--- src/rtl/seq_det_pkg.sv ---
// Shared limits and helpers for the parametrised serial sequence detector.
package seq_det_pkg;

  localparam int unsigned MinPatternLen = 2;
  localparam int unsigned MaxPatternLen = 32;
  localparam int unsigned MinCntW       = 1;
  localparam int unsigned MaxCntW       = 32;

  // Fill counter must represent 0..len inclusive.
  function automatic int unsigned fill_width(input int unsigned len);
    return $clog2(len + 1);
  endfunction

endpackage

--- src/rtl/seq_det_counter.sv ---
// Saturating match counter with synchronous clear; sat_o is registered with the count.
module seq_det_counter #(
  parameter int unsigned Width = 8
) (
  input  logic             clk_i,
  input  logic             rst_i,
  input  logic             clr_i,
  input  logic             inc_i,
  output logic [Width-1:0] count_o,
  output logic             sat_o
);

  logic [Width-1:0] count_q, count_d;
  logic             sat_q;

  // Clear beats a same-edge increment.
  always_comb begin
    count_d = count_q;
    if (clr_i) begin
      count_d = '0;
    end else if (inc_i && !sat_q) begin
      count_d = count_q + Width'(1);
    end
  end

  always_ff @(posedge clk_i) begin
    if (rst_i) begin
      count_q <= '0;
      sat_q   <= 1'b0;
    end else begin
      count_q <= count_d;
      sat_q   <= &count_d;
    end
  end

  assign count_o = count_q;
  assign sat_o   = sat_q;

endmodule

--- src/rtl/seq_detector_param.sv ---
// Programmable serial sequence detector with registered match pulse.
// Optional saturating match counter enabled by defining SEQ_DET_COUNT_EN.
module seq_detector_param
  import seq_det_pkg::*;
#(
  parameter int unsigned               PATTERN_LEN   = 4,
  parameter logic [PATTERN_LEN-1:0]    RESET_PATTERN = 4'b1011,
  parameter int unsigned               CNT_W         = 8
) (
  input  logic                   clock,
  input  logic                   reset,
  input  logic                   sequence_in,
  input  logic                   valid_in,
  input  logic [PATTERN_LEN-1:0] pattern_in,
  input  logic                   load,
  input  logic                   overlap_en,
  input  logic                   count_clr,
  output logic                   detector_out,
  output logic [CNT_W-1:0]       match_count,
  output logic                   count_sat
);

  localparam int unsigned     FillW    = fill_width(PATTERN_LEN);
  localparam logic [FillW-1:0] FillFull = FillW'(PATTERN_LEN);

  if (PATTERN_LEN < MinPatternLen || PATTERN_LEN > MaxPatternLen) begin : gen_bad_len
    $error("seq_detector_param: PATTERN_LEN out of range");
  end
  if (CNT_W < MinCntW || CNT_W > MaxCntW) begin : gen_bad_cnt_w
    $error("seq_detector_param: CNT_W out of range");
  end

  logic [PATTERN_LEN-1:0] pattern_q;
  logic [PATTERN_LEN-1:0] hist_q, hist_d;
  logic [FillW-1:0]       fill_q, fill_inc;
  logic                   match;

  assign hist_d   = {hist_q[PATTERN_LEN-2:0], sequence_in};
  assign fill_inc = (fill_q == FillFull) ? fill_q : fill_q + FillW'(1);
  assign match    = (hist_d == pattern_q) && (fill_inc == FillFull);

  always_ff @(posedge clock) begin
    if (reset) begin
      pattern_q    <= RESET_PATTERN;
      hist_q       <= '0;
      fill_q       <= '0;
      detector_out <= 1'b0;
    end else if (load) begin
      pattern_q    <= pattern_in;
      hist_q       <= '0;
      fill_q       <= '0;
      detector_out <= 1'b0;
    end else if (valid_in) begin
      hist_q       <= hist_d;
      // Non-overlap mode demands a full fresh window after each hit.
      fill_q       <= (match && !overlap_en) ? '0 : fill_inc;
      detector_out <= match;
    end else begin
      detector_out <= 1'b0;
    end
  end

`ifdef SEQ_DET_COUNT_EN
  logic match_evt;
  assign match_evt = valid_in && !load && match;

  seq_det_counter #(
    .Width (CNT_W)
  ) u_counter (
    .clk_i   (clock),
    .rst_i   (reset),
    .clr_i   (count_clr),
    .inc_i   (match_evt),
    .count_o (match_count),
    .sat_o   (count_sat)
  );
`else
  logic unused_count_clr;
  assign unused_count_clr = count_clr;
  assign match_count      = '0;
  assign count_sat        = 1'b0;
`endif

endmodule

--- config.mk ---
export PLATFORM = sky130hd
export DESIGN_NAME = seq_detector_param
export DESIGN_NICKNAME = d
export VERILOG_FILES = /design/src/rtl/seq_det_pkg.sv /design/src/rtl/seq_det_counter.sv /design/src/rtl/seq_detector_param.sv
export SDC_FILE = /design/constraint.sdc
export NUM_CORES = 1
export LEC_CHECK = 0
export ABC_CLOCK_PERIOD_IN_PS = 1450
export BUFFER_PORTS_ARGS = -buffer_cell sky130_fd_sc_hd__buf_2
export CAP_MARGIN = 20
export CORE_AREA = 2 2 41 43
export DETAILED_ROUTE_END_ITERATION = 10
export DIE_AREA = 0 0 43 45
export GPL_ROUTABILITY_DRIVEN = 0
export PLACE_DENSITY = 0.7
export SYNTH_ARGS = -nofsm -noshare
export SYNTH_HDL_FRONTEND = slang
export SYNTH_SLANG_ARGS = --single-unit
--- constraint.sdc ---
create_clock -name clock -period 1.45 [get_ports clock]
set_input_delay 0.145 -clock clock [delete_from_list [all_inputs] [get_ports clock]]
set_output_delay 0.145 -clock clock [all_outputs]
set_load 0.01 [all_outputs]
## Word-level counts from Yosys, hierarchy flattened

Index checks and enable logic that the tools add are counted.

| word-level totals | value |
|---|---|
| output and inout bits | 10 |
| logic and storage cells | 16 |
| register bits | 11 |
| input bits | 11 |

| cells by class | value |
|---|---|
| equality and inequality tests | 3 |
| reductions and logical operators | 5 |
| bitwise logic cells | 1 |
| mux-type cells | 2 |
| $add $sub $neg | 1 |

Operators with widths:

| cell | number |
|---|---|
| 3-bit == test, second input constant | 2 |
| 3-bit two-way mux | 2 |
| 4-bit == test | 1 |
| 3-bit by 1-bit adder with 3-bit output, second input constant | 1 |
| 3-bit OR reduction | 1 |
| 1-bit logical AND | 2 |
| 2-bit OR reduction | 1 |
| 1-bit zero test | 1 |
| 1-bit inverter | 1 |

## Logic depth before layout (Yosys ltp)

Gate-level depths: netlist (run 1).

| depth | value |
|---|---|
| word-level depth | 6 |
| gate-level depth with buffers | 6 |
| gate-level depth less buffers | 6 |

## Least setup slack after synthesis (run 1)

OpenSTA, ideal clock, no wires.

| timing path | value |
|---|---|
| kind | reg-to-reg |
| start point | reg fill_q[0] |
| end point | reg fill_q[2] |
| setup time | 133 ps |
| path slack | 83 ps |
| period minus slack after synthesis | 1367 ps |
| arrival time | 1235 ps |
| cell stages (with the launch flop) | 6 |
| data required time | 1317 ps |
| path through | dfxtp_1 inv_2 ha_1 or3_1 nor3_1 o32ai_1 |

| between the ends | value |
|---|---|
| cells in the longest elaborated chain, start to end | 6 |
| elaborated cells on any way between the ends | 7 |

RTL lines:

| what | RTL line | text |
|---|---|---|
| from (decl) | seq_detector_param.sv:35 | `logic [FillW-1:0] fill_q, fill_inc;` |
| from (signal assigned) | seq_detector_param.sv:56 | `fill_q <= (match && !overlap_en) ? '0 : fill_inc;` |
| 3-bit by 1-bit adder with 3-bit output or 3-bit == test (tied branches) | seq_detector_param.sv:39 | `assign fill_inc = (fill_q == FillFull) ? fill_q : fill_q + FillW'(1);` |
| 3-bit two-way mux * | seq_detector_param.sv:39 |  |
| 3-bit == test | seq_detector_param.sv:40 | `assign match = (hist_d == pattern_q) && (fill_inc == FillFull);` |
| 1-bit logical AND | seq_detector_param.sv:40 |  |
| 1-bit logical AND | seq_detector_param.sv:56 |  |
| 3-bit two-way mux * | seq_detector_param.sv:56 |  |

Mark *: on every way between the ends. The rest lies on a longest branch, timed or not.
A chain may end at the register's enable or synchronous reset.

## Worst setup path after layout (run 1)

| timing path | value |
|---|---|
| start point | reg fill_q[0] |
| end point | reg detector_out |

| between the ends | value |
|---|---|
| cells in the longest elaborated chain, start to end | 4 |
| elaborated cells on any way between the ends | 5 |

RTL lines:

| what | RTL line | text |
|---|---|---|
| 3-bit by 1-bit adder with 3-bit output or 3-bit == test (tied branches) | seq_detector_param.sv:39 |  |
| 3-bit two-way mux * | seq_detector_param.sv:39 |  |
| 3-bit == test * | seq_detector_param.sv:40 |  |
| 1-bit logical AND * | seq_detector_param.sv:40 |  |
| to (signal assigned) | seq_detector_param.sv:57 | `detector_out <= match;` |
| to (decl) | seq_detector_param.sv:18 | `output logic detector_out,` |

Marked as above.

==> impl_metrics.toml, run 1 <==
[synth]
synth_area_sq_um = 599
synth_seq_cells = 11
yosys.cell_types.count = 23
synth_top_area_frac = 0.367
synth_top_cells_by_count = "11 x dfxtp_1, 9 x buf_4, 8 x nor2_1, 5 x mux2i_1, 5 x xnor2_1"
netlist_top_cells_area = "dfxtp_1 37%, buf_4 11%, mux2i_1 8.4%"
synth_top_area_cell = "dfxtp_1"
synth_compound_area_frac = 0.0668
syn_inst = 65
synthFlopType = "dfxtp_1"
synth.avg_cell_area_sq_um = 9.22
synth_top_family_by_area = "buffers and inverters"
synthAdderAreaFrac = 0.0418
synth-xor-area-share = 0.0877
synthSimpleGateAreaFrac = 0.171
ys_async_sr_fraction = 0
synth-seq-area-share = 0.367
muxShareOfSynthArea = 0.0835
synth.most_common_cell = "dfxtp_1"
synth_edf_count = 0
synth_warnings = 0

[worst_setup_path]
worstReg2RegEnd = "detector_out$_SDFF_PP0_"
cpPeakStageDelay_ns = 0.49
critPathMaxFanout = 2
worstSetupPathType = "flip-flop to flip-flop"
rrSetupSlack_ns = 0.05
worstPathArrival_ns = 1.60
reg2reg_from = "fill_q[0]$_SDFFE_PP0P_"
cp-end-kind = "flip-flop"
endpoint = "detector_out$_SDFF_PP0_"
critical_path.slowest_cell = "or4_1"
cp-start-kind = "flip-flop"
r2r_cells = 6
crit_chain = "inv_2, ha_4, nand2_4, xnor2_2, or4_1, nor2_1"
cp-startpoint = "fill_q[0]$_SDFFE_PP0P_"
cp_data_required_time_ns = 1.66

[power]
p_leak_nw = 0.300
p_switching_mw = 0.157
p_comb_frac = 0.138
sw_frac_of_total = 0.256
power_density_nw_per_um2 = 904
p_clk_frac = 0.339
internal-power_mw = 0.456
power_mw = 0.613
ir_drop_mv = 0.422
p_seq_frac = 0.523

[cells_and_area]
fill_cells = 155
drive_above_1_share = 0.312
syn2layout_area_growth_pct = 13.2
diodes = 0
regArea_sq_um = 223
multi_input_area_sq_um = 332
fin_cells = 93
nets = 91
final_util = 0.461
fin_area_sq_um = 678

[place]
placedCellCount = 88
post-place-ws_ns = -0.00402
port_buffers = 10
dp_hpwl_um = 723
place_area_sq_um = 613

[sta]
final.setup_skew_ns = 0.00177
setup_viol = 0
finalHoldViolCount = 0
period_minus_slack_ns = 1.40
setup_ws_ns = 0.0544
clock.fmax_mhz = 717
fin_tns_setup_ns = 0
slew_viol_final = 0
hold_slack_ns = 0.0774
fin_crit_sh = 0.962
rsz0062_at_grt = "true"

[global_routing]
met1_usage = 0.125
grt_max_degree = 9
antenna_found_initial = 0
track_usage = 0.112
grt_pass1_wl_um = 1580
use_met2 = 0.191
gr-total-overflow = 0
busiest_layer = "met2"
use_met3 = 0.0640
grt_pass1_vias = 386

[detailed_routing]
initialDrtViolationCount = 3
drtAntennaViolNets = 0
firstDrtPassIters = 2
drt-total-wl_um = 918
vias_per_cell = 4.49
drcViolationCount = 0
wl_per_cell_um = 9.87
dr_total_vias = 418

[floorplan]
rows = 14
core_area_sq_um = 1470
num_io_pins = 21
initial_utilization = 0.407
die_w_um = 43
die_height_um = 45
die-area_sq_um = 1940

[clocking]
insertion_delay_ns = 0.27
clkSinkCount = 11
clkSlewWorstSetupHoldPaths_ns = 0.07
h-tree-depth = 1
root_buffer = "clkbuf_4"
cts_tree = "built"
numCtsBuffers = 3
clock_path_buffers = 2

[job]
maxCapViolations = 0

[worst_hold_path]
worstHoldPathType = "input port to flip-flop"

[outcome]
status = "finished, final reports clean"
[flip-flops by register name, summed over array words and instances, names as in the netlist]
name	count
fill_q	3
detector_out	1
hist_q	3
pattern_q	4
[critical path, delay by kind of cell, from the launching register on]
kind,cells,cell delay [ns]
xor gates and xnor gates,1,0.14
and+or+nand+nor,3,0.65
buffers and inverters,1,0.07
DFF,1,0.33
adders and majority gates,1,0.15
[power by group through the flow]
| stage | clock network (mW) | logic [mW] | registers, mW |
|---|---|---|---|
| floorplan | 0 | 0.0787 | 0.325 |
| global placement | 0 | 0.0749 | 0.327 |
| detailed placement | 0 | 0.0772 | 0.327 |
| CTS | 0.223 | 0.0833 | 0.320 |
| global route | 0.238 | 0.0963 | 0.322 |
| finish | 0.208 | 0.0847 | 0.320 |
[layout make-up]
cell class                      count  area share
Multi-Input combinational cell     47       0.489
Sequential cell                    11       0.328
Timing Repair Buffer               12      0.0959
Clock buffer                        3      0.0332
Tap cell                           16      0.0295
Inverter                            3      0.0166
Clock inverter                      1     0.00738
[routing by layer]
metal,part of all wire,up-vias
li1,-,217
met1,0.44,185
met2,0.48,16
met3,0.081,0
met4,0,0
met5,0,-
[cell usage in the layout, fill, tap and decap left out, types with 2 or more instances in the layout]
master	instances
nand2_1	2
buf_4	2
dfxtp_2	2
conb_1	9
a211o_1	3
nor2b_1	3
nor2_1	8
xnor2_1	4
inv_2	2
mux2i_1	5
buf_2	10
dfxtp_1	9
clkbuf_4	3
[how the worst min path moves through the flow]
| stage | endpoint | slack [ns] | start | depth (start not counted) |
|---|---|---|---|---|
| 5_1_grt | pattern_q[1]$_SDFFE_PP1P_ | 0.07 | pattern_in[1] | 2 |
| 3_3_place_gp | pattern_q[1]$_SDFFE_PP1P_ | 0.35 | pattern_in[1] | 2 |
| 4_1_cts | pattern_q[0]$_SDFFE_PP1P_ | 0.06 | pattern_in[0] | 2 |
| 3_5_place_dp | pattern_q[0]$_SDFFE_PP1P_ | 0.36 | pattern_in[0] | 2 |
| 6_report | pattern_q[0]$_SDFFE_PP1P_ | 0.08 | pattern_in[0] | 2 |
| 2_1_floorplan | pattern_q[2]$_SDFFE_PP0P_ | 0.22 | reset | 1 |
[logic make-up after synthesis]
family	after synthesis
xor gates and xnor gates	6
muxes	5
adders and majority gates	2
DFF	11
buffers and inverters	15
and+or+nand+nor	20
AOI/OAI and AO/OA	5
other	1
[what timing repair did]
item                                    4_1_cts  5_1_grt
buffers inserted                              1        0
cloned                                        0        0
pin swaps                                     1        3
resized for setup                             6        2
hold buffers                                  0        0
endpoints found under the setup margin        1        1
No activity file was read; power rests on OpenSTA's default activity.
==> run 2: changes to the inputs <==
- CORE_AREA: 2 2 41 43 -> 5 5 44 46
- DIE_AREA: 0 0 43 45 -> 0 0 49 51
==> impl_metrics.toml, run 2 (same netlist as run 1, synthesis figures left out) <==
[outcome]
status = "finished, final reports clean"

[floorplan]
initial_utilization = 0.407
core_area_sq_um = 1470
die-area_sq_um = 2500
die_w_um = 49
rows = 14
die_height_um = 51
num_io_pins = 21

[job]
maxCapViolations = 0

[cells_and_area]
fin_area_sq_um = 681
largest_reg_flops = 4
final_common_cell = "buf_2"
syn2layout_area_growth_pct = 13.6
regArea_sq_um = 223
nets = 90
drive_above_1_share = 0.289
multi_input_area_sq_um = 343
regMostFlops = "pattern_q"
diodes = 0
fill_cells = 157
largestRegisters = "pattern_q: 4 flops, fill_q: 3 flops, hist_q: 3 flops"
layout_common_cells = "10 x buf_2, 9 x conb_1, 9 x dfxtp_1"

[detailed_routing]
drcViolationCount = 0
initialDrtViolationCount = 3
drt-total-wl_um = 959
vias_per_cell = 4.52
dr_total_vias = 416
firstDrtPassIters = 4
drtAntennaViolNets = 0
wl_per_cell_um = 10.4

[place]
port_buffers = 10
dp_hpwl_um = 745
place_area_sq_um = 613

[clocking]
clock_path_buffers = 2
root_buffer = "clkbuf_4"
numCtsBuffers = 3
clkSlewWorstSetupHoldPaths_ns = 0.07
clkSinkCount = 11
cts_tree = "built"
h-tree-depth = 1
insertion_delay_ns = 0.27

[global_routing]
grt_pass1_vias = 388
gr-total-overflow = 0
grt_max_degree = 9
antenna_found_initial = 0
track_usage = 0.0848
grt_pass1_wl_um = 1660

[worst_setup_path]
cp_data_required_time_ns = 1.66
rrSetupSlack_ns = 0.05
worstReg2RegEnd = "detector_out$_SDFF_PP0_"
cp-startpoint = "fill_q[0]$_SDFFE_PP0P_"
worstSetupPathType = "flip-flop to flip-flop"
cp-end-kind = "flip-flop"
critPathMaxFanout = 2
worstPathArrival_ns = 1.61
r2r_cells = 6
cp-start-kind = "flip-flop"
reg2reg_from = "fill_q[0]$_SDFFE_PP0P_"

[sta]
clock.fmax_mhz = 716
final.setup_skew_ns = 0.00231
rsz0062_at_grt = "true"
fin_tns_setup_ns = 0
slew_viol_final = 0
period_minus_slack_ns = 1.40
setup_viol = 0
finalHoldViolCount = 0
fin_crit_sh = 0.964

[power]
p_leak_nw = 0.294
power_density_nw_per_um2 = 901
ir_drop_mv = 0.570

[worst_hold_path]
min_path_cells = 2
hold_start = "pattern_in[0]"
worst_hold_path.endpoint = "pattern_q[0]$_SDFFE_PP1P_"
worstHoldPathType = "input port to flip-flop"
[run 2: changes by cell type in the layout (fill, tap and decap cells not counted)]
| cell | before | now |
|---|---|---|
| buf_4 | 2 | 1 |
| clkbuf_1 | 0 | 1 |
| clkinv_2 | 1 | 0 |
| xnor2_2 | 1 | 0 |
| xnor2_4 | 0 | 1 |
[run 2: stage by stage]
step | std cells | setup slack, ns | hold WS (ns) | utilization | power (mW)
after floorplan | 73 | 0.0826 | 0.217 | - | 0.404
after global placement | 88 | 0.0343 | 0.351 | 0.417 | 0.402
after detailed placement | 88 | 0.0101 | 0.354 | 0.417 | 0.404
after CTS | 92 | 0.00174 | 0.0721 | 0.445 | 0.617
after global routing | 92 | -0.0250 | 0.0779 | 0.463 | 0.654
final | 92 | 0.0529 | 0.0809 | 0.463 | 0.613
[run 2: final cells by class]
class,count,area share
tap,16,0.0294
clock buffer,4,0.0386
inverter,3,0.0165
timing repair buffer,11,0.0846
sequential,11,0.327
multi-input combinational,47,0.504
[run 2: worst max-delay path by stage]
| stage | end | slack (ns) | cells past startpoint |
|---|---|---|---|
| 2_1_floorplan | fill_q[2]$_SDFFE_PP0P_ | 0.08 | 5 |
| 3_3_place_gp | detector_out$_SDFF_PP0_ | 0.03 | 6 |
| 3_5_place_dp | detector_out$_SDFF_PP0_ | 0.01 | 6 |
| 4_1_cts | detector_out$_SDFF_PP0_ | 0.002 | 6 |
| 5_1_grt | detector_out$_SDFF_PP0_ | -0.02 | 6 |
| 6_report | detector_out$_SDFF_PP0_ | 0.05 | 6 |
[run 2: layer usage]
metal,GRT usage,vias up,part of all wire
met4,0,0,0
met3,0.0581,0,0.10
li1,-,216,-
met2,0.139,20,0.47
met1,0.0973,180,0.43
met5,0,-,0
[run 2: what timing repair did]
action,in CTS,in global routing
endpoints found under the setup margin,1,2
hold buffers,0,0
resized for setup,5,4
hold endpoints to repair,0,0
buffers inserted,0,0
[run 2: worst max-delay path, stage by stage (launching register included)]
cell     delay, ns
dfxtp_2       0.33
inv_2         0.07
ha_4          0.15
nand2_4       0.07
xnor2_4       0.14
or4_1         0.49
nor2_1        0.09
[run 2: power breakdown]
part | switching [mW] | leakage, nW | total [mW] | internal (mW)
combinational | 0.0450 | 0.188 | 0.0867 | 0.0417
clock | 0.0994 | 0.0150 | 0.206 | 0.106
sequential | 0.00726 | 0.0909 | 0.320 | 0.313
==> run 3: changes to the inputs <==
- CELL_PAD_IN_SITES_DETAIL_PLACEMENT: default -> 1
- CELL_PAD_IN_SITES_GLOBAL_PLACEMENT: default -> 2
- CORE_AREA: 5 5 44 46 -> 5 5 62 53
- DIE_AREA: 0 0 49 51 -> 0 0 67 58
==> impl_metrics.toml, run 3 (same netlist as run 1, synthesis figures left out) <==
[detailed_routing]
initialDrtViolationCount = 12
drcViolationCount = 0
vias_per_cell = 3.90
drt-total-wl_um = 1220
dr_total_vias = 452
firstDrtPassIters = 2
drtAntennaViolNets = 0
wl_per_cell_um = 10.5

[clocking]
cts_tree = "built"
insertion_delay_ns = 0.27
clkSinkCount = 11
clkSlewWorstSetupHoldPaths_ns = 0.08
h-tree-depth = 1
root_buffer = "clkbuf_4"
numCtsBuffers = 3
clock_path_buffers = 2
cts_hold_buf = 0

[power]
p_leak_nw = 0.303
ir_drop_mv = 0.150
power_density_nw_per_um2 = 873
p_seq_frac = 0.514
internal-power_mw = 0.455
p_switching_mw = 0.166
p_clk_frac = 0.346
p_comb_frac = 0.139
sw_frac_of_total = 0.267

[worst_setup_path]
cp-start-kind = "flip-flop"
cpPeakStageDelay_ns = 0.53
critPathMaxFanout = 2
cp_data_required_time_ns = 1.66
crit_chain = "inv_2, ha_4, nand2_4, xnor2_2, or4_1, nor2_1"
worstPathArrival_ns = 1.67
cp-end-kind = "flip-flop"
critical_path.slowest_cell = "or4_1"
worstSetupPathType = "flip-flop to flip-flop"

[sta]
rsz0062_at_grt = "true"
period_minus_slack_ns = 1.46
slew_viol_final = 0
hold_slack_ns = 0.0719
finalHoldViolCount = 0
setup_viol = 1
fin_crit_sh = 1.00
setup_ws_ns = -0.00659
final.setup_skew_ns = 0.00133
clock.fmax_mhz = 687

[floorplan]
rows = 17
core_area_sq_um = 2620
die-area_sq_um = 3890
num_io_pins = 21
initial_utilization = 0.229
die_height_um = 58
die_w_um = 67

[outcome]
status = "finished with violations"
violations = "negative setup slack"

[cells_and_area]
drive_above_1_share = 0.308
syn2layout_area_growth_pct = 18.8
diodes = 0
largest_reg_flops = 4
largestRegisters = "pattern_q: 4 flops, fill_q: 3 flops, hist_q: 3 flops"
regMostFlops = "pattern_q"
layout_common_cells = "10 x dfxtp_1, 10 x buf_2, 9 x conb_1"
fin_area_sq_um = 712
nets = 92

[global_routing]
use_met3 = 0.0194
gr-total-overflow = 0
track_usage = 0.0653
grt_max_degree = 9
grt_pass1_wl_um = 1890
grt_pass1_vias = 438
use_met2 = 0.0952
antenna_found_initial = 0
busiest_layer = "met2"
met1_usage = 0.0754

[worst_hold_path]
worstHoldPathType = "input port to flip-flop"

[place]
port_buffers = 10
place_area_sq_um = 648

[job]
maxCapViolations = 0
run 3: worst paths after layout:
check | start | endpoint | slack [ns] | cells past startpoint
worst max-delay path | fill_q[0]$_SDFFE_PP0P_ | detector_out$_SDFF_PP0_ | -0.007 | 6
worst min-delay path | pattern_in[0] | pattern_q[0]$_SDFFE_PP1P_ | 0.07 | 2
worst max register to register | fill_q[0]$_SDFFE_PP0P_ | detector_out$_SDFF_PP0_ | -0.007 | 6
worst min register to register | pattern_q[2]$_SDFFE_PP0P_ | pattern_q[2]$_SDFFE_PP0P_ | 0.53 | 2
run 3: per-layer routing:
metal	vias up	routed length, um
met3	4	94
met2	14	596
li1	221	-
met5	-	0
met1	213	494
met4	0	34
run 3: final cells by class:
class,count,area (sq um)
fillers,316,1900
multi-input cells,47,332
well taps,38,47.5
inverters,3,11.3
clock inverters,1,5.00
clock buffers,3,22.5
repair buffers,13,72.6
flip-flops and latches,11,221
run 3: through the flow:
step | worst slack, ns | instances | power [mW] | setup TNS [ns] | utilization
after floorplan | 0.0826 | 73 | 0.404 | 0 | -
after global placement | 0.0202 | 111 | 0.405 | 0 | 0.248
after detailed placement | 0.00985 | 111 | 0.407 | 0 | 0.248
after CTS | 0.00300 | 115 | 0.630 | 0 | 0.259
after global routing | -0.0506 | 116 | 0.661 | -0.0506 | 0.272
final | -0.00659 | 116 | 0.621 | -0.00659 | 0.272
run 3: worst max-delay path: cells and delay by family, from the launching register on:
family / cells / cell delay, ns
flip-flops: 1 / 0.33
XOR/XNOR: 1 / 0.15
AND/OR/NAND/NOR: 3 / 0.71
buffers and inverters: 1 / 0.07
adder cells (fa/ha/maj): 1 / 0.14
run 3: timing repair:
item,4_1_cts,5_1_grt
gates resized for setup,1,6
setup buffers,0,1
pin swaps,0,4
endpoints found under the setup margin,2,2
run 3: power groups by stage:
stage	Clock [mW]	Combinational (mW)	Sequential [mW]
after global placement	0	0.0778	0.327
after floorplan	0	0.0787	0.325
after CTS	0.229	0.0809	0.320
final	0.215	0.0866	0.320
after global routing	0.241	0.0981	0.321
after detailed placement	0	0.0803	0.327
